$ cat src/rtl/mem_arbiter.sv
// Purpose: shares one single-ported memory between instruction fetch and the
//          load/store path; at most one transaction is outstanding at a time.
// Latency: request is driven combinationally in IDLE; the response is forwarded
//          to its owner in the same cycle as mem_rvalid.
// Backpressure: a grant is issued only when mem_ready=1; with mem_ready=0 the
//          request is re-driven each cycle.
// Ports: clk/reset (sync, active-high); if_* fetch port (req/gnt, rvalid/rdata);
//        d_* load/store port (req/gnt/err, rvalid/rdata); mem_* memory port.
module mem_arbiter #(
   parameter int unsigned FETCH_STARVE_MAX = 4
) (
   input  logic        clk,
   input  logic        reset,
   input  logic        if_req,
   input  logic [31:0] if_addr,
   output logic        if_gnt,
   output logic        if_rvalid,
   output logic [31:0] if_rdata,
   input  logic        d_req,
   input  logic        d_we,
   input  logic [31:0] d_addr,
   input  logic [2:0]  d_size,
   input  logic        d_sign,
   input  logic [31:0] d_wdata,
   output logic        d_gnt,
   output logic        d_err,
   output logic        d_rvalid,
   output logic [31:0] d_rdata,
   output logic        mem_req,
   output logic        mem_we,
   output logic [31:0] mem_addr,
   output logic [3:0]  mem_be,
   output logic [31:0] mem_wdata,
   input  logic        mem_ready,
   input  logic        mem_rvalid,
   input  logic [31:0] mem_rdata
);

   typedef enum logic [1:0] {IDLE, WAIT_I, WAIT_D} state_t;

   localparam logic [3:0] STARVE_MAX = 4'(FETCH_STARVE_MAX);

   state_t      state, state_nxt;
   logic [3:0]  starve_cnt, starve_nxt;
   logic [1:0]  off_q;
   logic [2:0]  size_q;
   logic        sign_q;
   logic        we_q;

   logic [1:0]  d_off;
   logic        d_misaligned;
   logic        fetch_wins;
   logic        data_wins;
   logic [31:0] load_shift;
   logic [31:0] load_ext;

   // Fetch addresses are word aligned by contract; the low bits are dropped.
   logic unused_if_addr_lsb;
   assign unused_if_addr_lsb = ^if_addr[1:0];

   assign d_off = d_addr[1:0];

   always_comb begin
      d_misaligned = 1'b0;
      case (d_size)
         3'd1:    d_misaligned = 1'b0;
         3'd2:    d_misaligned = d_off[0];
         3'd4:    d_misaligned = (d_off != 2'b00);
         default: d_misaligned = 1'b1;
      endcase
   end

   // Data has priority unless fetch has been passed over FETCH_STARVE_MAX times.
   assign fetch_wins = if_req && (!d_req || (starve_cnt == STARVE_MAX));
   assign data_wins  = d_req && !fetch_wins;

   // Load alignment uses the offset/size/sign captured at grant time.
   assign load_shift = mem_rdata >> {off_q, 3'b000};

   always_comb begin
      load_ext = load_shift;
      case (size_q)
         3'd1:    load_ext = {{24{sign_q & load_shift[7]}},  load_shift[7:0]};
         3'd2:    load_ext = {{16{sign_q & load_shift[15]}}, load_shift[15:0]};
         default: load_ext = load_shift;
      endcase
   end

   always_comb begin
      state_nxt = state;
      if_gnt    = 1'b0;
      if_rvalid = 1'b0;
      if_rdata  = 32'd0;
      d_gnt     = 1'b0;
      d_err     = 1'b0;
      d_rvalid  = 1'b0;
      d_rdata   = 32'd0;
      mem_req   = 1'b0;
      mem_we    = 1'b0;
      mem_addr  = 32'd0;
      mem_be    = 4'd0;
      mem_wdata = 32'd0;
      if (!reset) begin
         case (state)
            IDLE: begin
               if (fetch_wins) begin
                  mem_req  = 1'b1;
                  mem_addr = {if_addr[31:2], 2'b00};
                  mem_be   = 4'b1111;
                  if (mem_ready) begin
                     if_gnt    = 1'b1;
                     state_nxt = WAIT_I;
                  end
               end else if (data_wins) begin
                  if (d_misaligned) begin
                     // Rejected without touching memory, so no mem_ready needed.
                     d_gnt = 1'b1;
                     d_err = 1'b1;
                  end else begin
                     mem_req  = 1'b1;
                     mem_we   = d_we;
                     mem_addr = {d_addr[31:2], 2'b00};
                     if (d_we) begin
                        case (d_size)
                           3'd1: begin
                              mem_be    = 4'b0001 << d_off;
                              mem_wdata = {4{d_wdata[7:0]}};
                           end
                           3'd2: begin
                              mem_be    = 4'b0011 << d_off;
                              mem_wdata = {2{d_wdata[15:0]}};
                           end
                           default: begin
                              mem_be    = 4'b1111;
                              mem_wdata = d_wdata;
                           end
                        endcase
                     end else begin
                        mem_be = 4'b1111;
                     end
                     if (mem_ready) begin
                        d_gnt     = 1'b1;
                        state_nxt = WAIT_D;
                     end
                  end
               end
            end
            WAIT_I: begin
               if (mem_rvalid) begin
                  if_rvalid = 1'b1;
                  if_rdata  = mem_rdata;
                  state_nxt = IDLE;
               end
            end
            WAIT_D: begin
               if (mem_rvalid) begin
                  d_rvalid  = 1'b1;
                  d_rdata   = we_q ? 32'd0 : load_ext;
                  state_nxt = IDLE;
               end
            end
            default: state_nxt = IDLE;
         endcase
      end
   end

   // Error rejections count as data grants for starvation purposes.
   always_comb begin
      starve_nxt = starve_cnt;
      if (!if_req || if_gnt)
         starve_nxt = 4'd0;
      else if (d_gnt && (starve_cnt != STARVE_MAX))
         starve_nxt = starve_cnt + 4'd1;
   end

   always_ff @(posedge clk) begin
      if (reset) begin
         state      <= IDLE;
         starve_cnt <= 4'd0;
         off_q      <= 2'd0;
         size_q     <= 3'd0;
         sign_q     <= 1'b0;
         we_q       <= 1'b0;
      end else begin
         state      <= state_nxt;
         starve_cnt <= starve_nxt;
         if (d_gnt && !d_err) begin
            off_q  <= d_off;
            size_q <= d_size;
            sign_q <= d_sign;
            we_q   <= d_we;
         end
      end
   end

endmodule
$ cat config.mk
export PLATFORM = sky130hd
export DESIGN_NAME = mem_arbiter
export DESIGN_NICKNAME = d
export VERILOG_FILES = /design/src/rtl/mem_arbiter.sv
export SDC_FILE = /design/constraint.sdc
export NUM_CORES = 1
export LEC_CHECK = 0
export CORE_AREA = 2 2 109 111
export CTS_BUF_LIST = sky130_fd_sc_hd__clkbuf_16
export DETAILED_ROUTE_END_ITERATION = 7
export DIE_AREA = 0 0 111 113
export PLACE_DENSITY = 0.71
export SETUP_SLACK_MARGIN = 0.5
export SLEW_MARGIN = 0
export SYNTH_ARGS = -nofsm -noshare
export SYNTH_HDL_FRONTEND = slang
export SYNTH_SLANG_ARGS = --single-unit
$ cat constraint.sdc
create_clock -name clk -period 3.4 [get_ports clk]
set_input_delay 0.85 -clock clk [delete_from_list [all_inputs] [get_ports clk]]
set_output_delay 0.85 -clock clk [all_outputs]
set_load 0.03 [all_outputs]
==> results.md <==
* Status: complete, no violations
* Final setup fails at 0
* Wirelength per Cell at 18.9 um
* Crit path launch: d_addr[1]
* Count of flip-flops with a built-in enable after synthesis at 0
* Crit path largest cell delay at 0.29 ns
* Average cell area after synthesis at 6.25 sq um
* FILL cells at 846
* Total global routing track utilization at between 20% and 30%
* Ys Warns at 0
* Post-Synthesis Cells at 478
* Routed via count at 5000
* Fin util at a little over two thirds
* Multi-input logic area at 0.00354 sq mm
* Area delta synth->final at 165%
* Root Driver: clkbuf_16
* IO buf count at 273
* Max-cap violations at 0
* Critical Path Start Type: primary input
* Post-CTS Hold Fix Bufs at 0
* Ys async rst share at 0%
* Req. time, crit path at 2.55 ns
* Worst vdd ir at 0.000141 V
* Critical setup path kind: in2out
* Yosys cell types at 49
* Largest area contributor in the netlist: a21oi_1
* First-pass GRT wire length at 27.4 mm
* Min Tclk post-route at roughly 3.2 ns
* Synth Cell Area at 0.00299 sq mm
* Post-Route WL at 17.6 mm
* Synth area leaders: a21oi_1, dfxtp_1, and2_1
* CTS max path bufs at 2
* Initial Utilization at approximately a quarter
* GP Congestion at about 0.87
* CTS tree: done
* Yosys reg bits at 13
* Crit share post-route at 93.1%
* Clock slew at reported path FFs at 0.04 ns
* Drt pass-1 iters at 4
* FP Rows at 39
* PnR Total Power at around 0.0012 W
* ANT cells at 0
* Post-synth top flop: dfxtp_1
* Slowest CP cell: nor4_4
* CP Cell Sequence: buf_6, nor4_4, a211o_4, buf_8, buf_12, buf_16, nand4_1, a21oi_4, buf_6
* FF+latch area at around 260 sq um
* Iteration-0 DRC count of the detailed router at 308
* Max-slew violations at 0
* Min-delay src: starve_cnt[1]$_SDFFE_PP0P_
* Initial antenna violation count at 0
* Seq/Total Area, Yosys at 8.71%
* Cell Pwr Density at ~150 mW/mm^2
* Grt ovf at 0
* CP dominant cell by count: buf_6
* Via-to-Cell Ratio at 5.37
* Die extent in x at 111 um
* LEAKAGE at 3.08 nW
* Final #Nets at 933
* Endpoint type of the worst setup path: output port
* Rel. slew slack at 57.3%
* Largest net degree at the start of global routing at 34
* Clock sinks at 13
* Final Cell Area at approximately 0.0079 sq mm
* Dpl hpwl at 12.1 mm
* Worst Hold Class: reg2reg
* Hold WS at approximately 0.51 ns
* Share of the synthesized area in the top cell type at 11.1%
* Critical path peak fanout at 8
* Vias in the first global route at 5218
* Fmax at 316 MHz
* Worst-Skew Late Latency at 0.24 ns
* CP arrival at 2.32 ns
* Antenna Nets Post-Route at 0
* Die Span Y at 113 um
* Placed Area at 0.00657 sq mm
* CTS H-Tree Depth at 1
* Drt drc at 0
* Final hold violation count at 0
* Reg-to-reg startpoint: state[0]$_SDFFE_PP0P_
* Worst Tran Pin Value at 0.638 ns
* RSZ-0062 raised after global routing: true
* Max Clock Skew at 0.00629 ns
* IO Count at 278
* Die area at about 0.013 sq mm
* CTS buffer count at 3
* Layout cells sized above 1 at 47.0%
* CORE AREA at 0.0113 sq mm
## cells in the mapped netlist (2+ instances only)
| cell | instances |
|---|---|
| ha_1 | 5 |
| buf_2 | 5 |
| mux2_1 | 5 |
| o21ai_0 | 10 |
| o211ai_1 | 2 |
| inv_1 | 9 |
| nand3b_1 | 4 |
| mux2i_1 | 23 |
| a21oi_1 | 66 |
| o22ai_1 | 8 |
| o2bb2ai_1 | 8 |
| nand2_1 | 63 |
| nor2b_1 | 18 |
| nor3_1 | 18 |
| or2_2 | 3 |
| and3_1 | 3 |
| buf_1 | 5 |
| clkbuf_1 | 31 |
| buf_4 | 9 |
| dfxtp_1 | 13 |
| nor2_1 | 31 |
| nand3_1 | 10 |
| and3b_1 | 2 |
| a211oi_1 | 19 |
| o22a_1 | 8 |
| and2_1 | 40 |
| nand4_1 | 31 |
| nand2b_1 | 8 |
## path summary, 6_finish.rpt
check                               end  slack [ns]  cells after the start
max                        mem_addr[28]        0.23                      9
min          starve_cnt[1]$_SDFFE_PP0P_        0.51                      2
max reg2reg         sign_q$_SDFFE_PP0P_        1.39                      6
min reg2reg  starve_cnt[1]$_SDFFE_PP0P_        0.51                      2
## cell type report
class | count | share of cell area (%)
clock inverter | 1 | 0.0631
timing repair inverter | 1 | 0.0631
multi-input combinational | 408 | 44.7
clock buffer | 3 | 0.947
timing repair buffer | 353 | 48.1
tap | 143 | 2.26
sequential | 13 | 3.33
inverter | 9 | 0.521
## metrics by stage
stage          setup TNS [ns]  cells  worst slack [ns]
4_1_cts                     0    928             0.271
2_1_floorplan               0    479             0.216
3_5_place_dp            -5.29    887            -0.141
6_report                    0    931             0.233
5_1_grt                     0    931             0.195
3_3_place_gp            -2.65    887            -0.117
## flip-flops by register name, indices dropped and copies added (netlist names)
| name | count |
|---|---|
| off_q | 2 |
| size_q | 3 |
| starve_cnt | 4 |
| we_q | 1 |
| sign_q | 1 |
| state | 2 |
## critical path, delay by kind of cell
| kind | cells | cell delay, ns |
|---|---|---|
| and+or+nand+nor | 2 | 0.45 |
| AOI/OAI and AO/OA | 2 | 0.39 |
| buffers and inverters | 5 | 0.62 |
## metal layers
metal	global-route usage, %	routed length (um)	vias up
li1	-	-	2334
met2	50.3	9210	253
met4	11.5	722	0
met1	28.8	6410	2362
met5	0	0	-
met3	5.14	1280	51
## what timing repair did
item | 4_1_cts | 5_1_grt
cloned | 10 | 1
buffers inserted | 27 | 2
endpoints found under the setup margin | 136 | 102
resized for setup | 199 | 62
hold endpoints to repair | 0 | 0
pin swaps | 53 | 21
## cells by family (layout without fill, tap and decap cells)
logic type,Yosys count,count (layout),share of synthesized area [%]
adders and majority gates,5,5,2.09
AOI/OAI and AO/OA,132,133,27.9
xor gates and xnor gates,1,1,0.293
other,1,2,0.126
buffers and inverters,59,367,8.75
and+or+nand+nor,238,238,41.8
DFF,13,13,8.71
muxes,29,29,10.3
## cells in the final DEF, fill, tap and decap left out, types with 4 or more instances in the layout
cell type	synthesis	final
o2bb2ai_1	8	8
nor3_2	0	7
clkdlybuf4s50_1	0	113
nand2b_1	8	7
nor2_4	0	10
nor2b_1	18	16
inv_1	9	5
o22a_1	8	8
mux2i_2	0	6
a211oi_2	0	7
nand3b_1	4	4
buf_6	0	94
nand4_1	31	31
o22ai_1	8	8
and2_4	0	5
mux2i_1	23	16
buf_8	0	5
a21oi_1	66	15
buf_12	0	23
and2_1	40	32
mux2_1	5	5
a21oi_2	1	7
nor2_1	31	21
nand2_1	63	63
buf_16	0	8
a21oi_4	0	45
ha_1	5	5
dlygate4sd2_1	0	7
buf_4	9	96
nand3_1	10	9
dfxtp_1	13	10
a211oi_1	19	4
a211oi_4	0	8
nor3_4	0	10
o21ai_0	10	10
## power by group
group / total, W / leakage (nW) / switching (W) / internal, W
clock network: 0.000221 / 0.0409 / 0.0000650 / 0.000156
logic: 0.000845 / 2.93 / 0.000423 / 0.000422
registers: 0.000162 / 0.107 / 0.00000517 / 0.000157
total: 0.00123 / 3.08 / 0.000493 / 0.000735
Note: power is estimated with default switching activity, not from simulation.
